==> src/rtl/serial_transmitter.sv <==
// Parallel-to-serial transmitter: accepts a WIDTH-bit word and emits it one bit per clock.
// Optional even-parity trailer bit enabled by defining SERIAL_TRANSMITTER_PARITY_EN.
module serial_transmitter #(
    parameter int WIDTH     = 8,
    parameter int MSB_FIRST = 1
) (
    input  logic             clk,
    input  logic             reset,
    input  logic [WIDTH-1:0] dataIn,
    input  logic             dataInValid,
    output logic             dataInReady,
    output logic             dataOut,
    output logic             frameOut,
    output logic             busy,
    output logic [1:0]       stateDbg
);

    // Handshake: a word transfers on a rising edge where dataInValid and
    // dataInReady are both high; ready is high only in IDLE.

    localparam int CNT_W = $clog2(WIDTH);

`ifdef SERIAL_TRANSMITTER_PARITY_EN
    typedef enum logic [1:0] {IDLE = 2'd0, SHIFT = 2'd1, PARITY = 2'd2} state_t;
`else
    typedef enum logic [1:0] {IDLE = 2'd0, SHIFT = 2'd1} state_t;
`endif

    state_t             state;
    state_t             nextState;
    logic [WIDTH-1:0]   shiftReg;
    logic [CNT_W-1:0]   bitCnt;
    logic               firstBit;
    logic               accept;
`ifdef SERIAL_TRANSMITTER_PARITY_EN
    logic               parityAcc;
`endif

    assign firstBit = (MSB_FIRST != 0) ? shiftReg[WIDTH-1] : shiftReg[0];
    assign accept   = (state == IDLE) && dataInValid;

    always_comb begin
        nextState = state;
        unique case (state)
            IDLE:  if (dataInValid) nextState = SHIFT;
            SHIFT: begin
                if (bitCnt == '0) begin
`ifdef SERIAL_TRANSMITTER_PARITY_EN
                    nextState = PARITY;
`else
                    nextState = IDLE;
`endif
                end
            end
`ifdef SERIAL_TRANSMITTER_PARITY_EN
            PARITY: nextState = IDLE;
`endif
            default: nextState = IDLE;
        endcase
    end

    always_ff @(posedge clk) begin
        if (reset) begin
            state    <= IDLE;
            shiftReg <= '0;
            bitCnt   <= '0;
`ifdef SERIAL_TRANSMITTER_PARITY_EN
            parityAcc <= 1'b0;
`endif
        end else begin
            state <= nextState;
            if (accept) begin
                shiftReg <= dataIn;
                bitCnt   <= CNT_W'(WIDTH - 1);
`ifdef SERIAL_TRANSMITTER_PARITY_EN
                parityAcc <= 1'b0;
`endif
            end else if (state == SHIFT) begin
                // Shift toward the output end; vacated positions fill with zero.
                if (MSB_FIRST != 0)
                    shiftReg <= {shiftReg[WIDTH-2:0], 1'b0};
                else
                    shiftReg <= {1'b0, shiftReg[WIDTH-1:1]};
                if (bitCnt != '0)
                    bitCnt <= bitCnt - 1'b1;
`ifdef SERIAL_TRANSMITTER_PARITY_EN
                parityAcc <= parityAcc ^ firstBit;
`endif
            end
        end
    end

    assign dataInReady = (state == IDLE);
    assign busy        = (state != IDLE);
    assign frameOut    = (state != IDLE);
    assign stateDbg    = state;
`ifdef SERIAL_TRANSMITTER_PARITY_EN
    assign dataOut = ((state == SHIFT) && firstBit) || ((state == PARITY) && parityAcc);
`else
    assign dataOut = (state == SHIFT) && firstBit;
`endif

endmodule

==> config.mk <==
export PLATFORM = sky130hd
export DESIGN_NAME = serial_transmitter
export DESIGN_NICKNAME = d
export VERILOG_FILES = /design/src/rtl/serial_transmitter.sv
export SDC_FILE = /design/constraint.sdc
export NUM_CORES = 1
export LEC_CHECK = 0
export CORE_MARGIN = 2
export CORE_UTILIZATION = 35
export CTS_BUF_LIST = sky130_fd_sc_hd__clkbuf_16
export DETAILED_ROUTE_END_ITERATION = 7
export PLACE_DENSITY = 0.68
export REMOVE_ABC_BUFFERS = 1
export SYNTH_ARGS = -nofsm -noshare
export SYNTH_HDL_FRONTEND = slang
export SYNTH_SLANG_ARGS = --single-unit
==> constraint.sdc <==
create_clock -name clk -period 1.6 [get_ports clk]
set_input_delay 0.32 -clock clk [delete_from_list [all_inputs] [get_ports clk]]
set_output_delay 0.32 -clock clk [all_outputs]
set_load 0.1 [all_outputs]
==> results.sh <==
export IMPL_row_count=14
export IMPL_finClkSkew_ns=0.00248
export IMPL_drt_iter0_markers=6
export IMPL_cts_hold_buf=0
export IMPL_holdPathStages=2
export IMPL_reg2reg_from="bitCnt[1]"
export IMPL_fin_nets=99
export IMPL_ys_seq_elements=12
export IMPL_clk_latency_ns=0.24
export IMPL_crit_fanout=12
export IMPL_clk_pin_slew_ns=0.04
export IMPL_worstPathRequired_ns=1.28
export IMPL_ys_seq_area_frac=0.407
export IMPL_coreArea_sq_um=1540
export IMPL_hold_violations=0
export IMPL_viasPerCell=5.19
export IMPL_die_area_sq_um=2030
export IMPL_min_period_ns=1.40
export IMPL_seqPwrFrac=0.319
export IMPL_drc=0
export IMPL_rr_worst_depth=4
export IMPL_die_y_um=45.1
export IMPL_antenna_found_initial=0
export IMPL_grt_remaining_overflow=0
export IMPL_reg2reg_slack_ns=0.30
export IMPL_worst_slack_ns=0.198
export IMPL_power_leakage_nw=0.361
export IMPL_switching_power_uw=303
export IMPL_internal_power_uw=768
export IMPL_r2r_end="bitCnt[2]"
export IMPL_status="finished, final reports clean"
export IMPL_antenna_left=0
export IMPL_tritoncts="done"
export IMPL_timing_hold_ws_ns=0.452
export IMPL_place_detailed_hpwl_um=801
export IMPL_boundaryPins=17
export IMPL_drt_total_wl_um=1150
export IMPL_p_sw_frac=0.283
export IMPL_start_util=0.383
export IMPL_postPlaceCellArea_sq_um=802
export IMPL_fmax_mhz=713
export IMPL_cts_sinks=12
export IMPL_ctsResizeCount=0
export IMPL_root_buffer="clkbuf_16"
export IMPL_rsz0062_at_grt="no"
export IMPL_cts_made_buffers=3
export IMPL_grt_pass1_vias=470
export IMPL_h_tree_depth=1
export IMPL_period_share=0.876
export IMPL_grt_pass1_wl_um=1920
export IMPL_critPathArrivalTime_ns=1.08
export IMPL_grt_total_usage=0.139
export IMPL_combPwrFrac=0.260
export IMPL_antennaDiodeCount=0
export IMPL_post_cts_setup_buffers=0
export IMPL_port_buffers=15
export IMPL_num_vias=519
export IMPL_powerDensity_nw_per_um2=1220
export IMPL_synth_warnings=0
export IMPL_gp_congestion=0.667
export IMPL_peakVddDrop_v=0.00100
export IMPL_grt_max_degree=13
export IMPL_syn_avg_cell_area_sq_um=8.56
export IMPL_hp_start="shiftReg[4]"
export IMPL_hold_end="shiftReg[5]"
export IMPL_slew_viol_final=0
export IMPL_synth_cell_types=22
export IMPL_clock_power_share=0.421
export IMPL_drt_wirelength_per_cell_um=11.5
export IMPL_finalSetupViolCount=0
export IMPL_critPathKind="reg2out"
export IMPL_clk_path_buf_depth=2
export IMPL_crit_path_start_kind="flip-flop"
export IMPL_drtPass1Iterations=4
export IMPL_area_growth_pct=48.5
export IMPL_drive_gt1_frac=0.238
export IMPL_fin_area_sq_um=877
export IMPL_fin_tns_setup_ns=0
export IMPL_hold_path_class="reg2reg"
export IMPL_synth_area_sq_um=591
export IMPL_syn_instance_count=69
export IMPL_pre_cts_slack_ns=0.0191
export IMPL_end_kind="output port"
export IMPL_die_x_um=45.1
export IMPL_drv_cap=0
[worst max path at each step]
stage,slack [ns],depth (start not counted),startpoint,end
global route,0.14,2,stateDbg[0],busy
CTS,0.18,2,stateDbg[0],frameOut
global placement,0.06,5,dataInValid,shiftReg[1]
detailed placement,0.02,5,dataInValid,shiftReg[1]
floorplan,-2.79,3,stateDbg[0],bitCnt[2]
finish,0.20,2,stateDbg[0],busy
[cell usage in the layout, fill, tap and decap left out, drive strengths merged]
cell type / instances
o21ai: 1
clkbuf: 3
clkdlybuf4s50: 10
o311a: 1
mux2: 7
nor3: 2
a31oi: 1
or4b: 1
nand2: 14
nand2b: 2
nand3: 1
mux2i: 2
ha: 2
dfxtp: 12
nor2: 3
a221oi: 1
buf: 9
a21oi: 7
conb: 1
inv: 3
and2: 1
[metrics by stage]
stage / cells / total power, mW / utilization
CTS: 100 / 1.08 / 0.569
detailed placement: 97 / 0.626 / 0.520
floorplan: 62 / 0.516 / -
finish: 100 / 1.07 / 0.569
global route: 100 / 1.11 / 0.569
global placement: 97 / 0.621 / 0.520
[area by class of cell]
type                            instances  area, sq um
Clock buffer                            3         75.1
Fill cell                             147          664
Inverter                                3         11.3
Multi-Input combinational cell         47          300
Sequential cell                        12          240
Tap cell                               16         20.0
Timing Repair Buffer                   19          230
[synthesized netlist by cell type]
master / n / share of area
inv_1: 2 / 0.013
dfxtp_1: 12 / 0.41
nor3_1: 2 / 0.017
nor2_1: 3 / 0.019
mux2i_1: 2 / 0.034
buf_2: 1 / 0.0085
and2_1: 1 / 0.011
o21ai_0: 1 / 0.0085
or4b_1: 1 / 0.017
clkbuf_1: 3 / 0.019
buf_4: 3 / 0.038
a31oi_1: 1 / 0.011
nand2b_1: 2 / 0.021
ha_1: 2 / 0.042
nand2_1: 14 / 0.089
o311a_1: 1 / 0.017
a221oi_1: 1 / 0.015
mux2_2: 7 / 0.13
inv_2: 1 / 0.0063
conb_1: 1 / 0.0063
a21oi_1: 7 / 0.059
nand3_1: 1 / 0.0085
[worst max-delay path: stages (launching register included)]
cell	delay, ns
dfxtp_1	0.38
buf_4	0.25
buf_12	0.20
[sequential cells by signal, summed over array words and instances, names as in the netlist]
register	cells
shiftReg	8
bitCnt	3
stateDbg	1
[layer usage]
| layer | global-route usage | part of all wire | vias up |
|---|---|---|---|
| met3 | 0.0920 | 0.092 | 4 |
| li1 | - | - | 258 |
| met4 | 0.0765 | 0.017 | 0 |
| met2 | 0.197 | 0.45 | 16 |
| met5 | 0 | 0 | - |
| met1 | 0.155 | 0.44 | 241 |
[power groups by stage]
stage	Clock, mW	Combinational [mW]	Sequential (mW)
after floorplan	0	0.114	0.403
after global placement	0	0.275	0.346
after detailed placement	0	0.279	0.347
after CTS	0.461	0.280	0.342
after global routing	0.472	0.298	0.345
final	0.451	0.278	0.342
[kinds of logic after synthesis]
family / after synthesis / share of synthesized area
mux: 9 / 0.167
flops: 12 / 0.407
simple gates: 24 / 0.182
other cells: 1 / 0.00635
fa+ha+maj: 2 / 0.0424
buf+inv: 10 / 0.0847
compound gates: 11 / 0.110
Note: power is estimated with default switching activity, not from simulation.
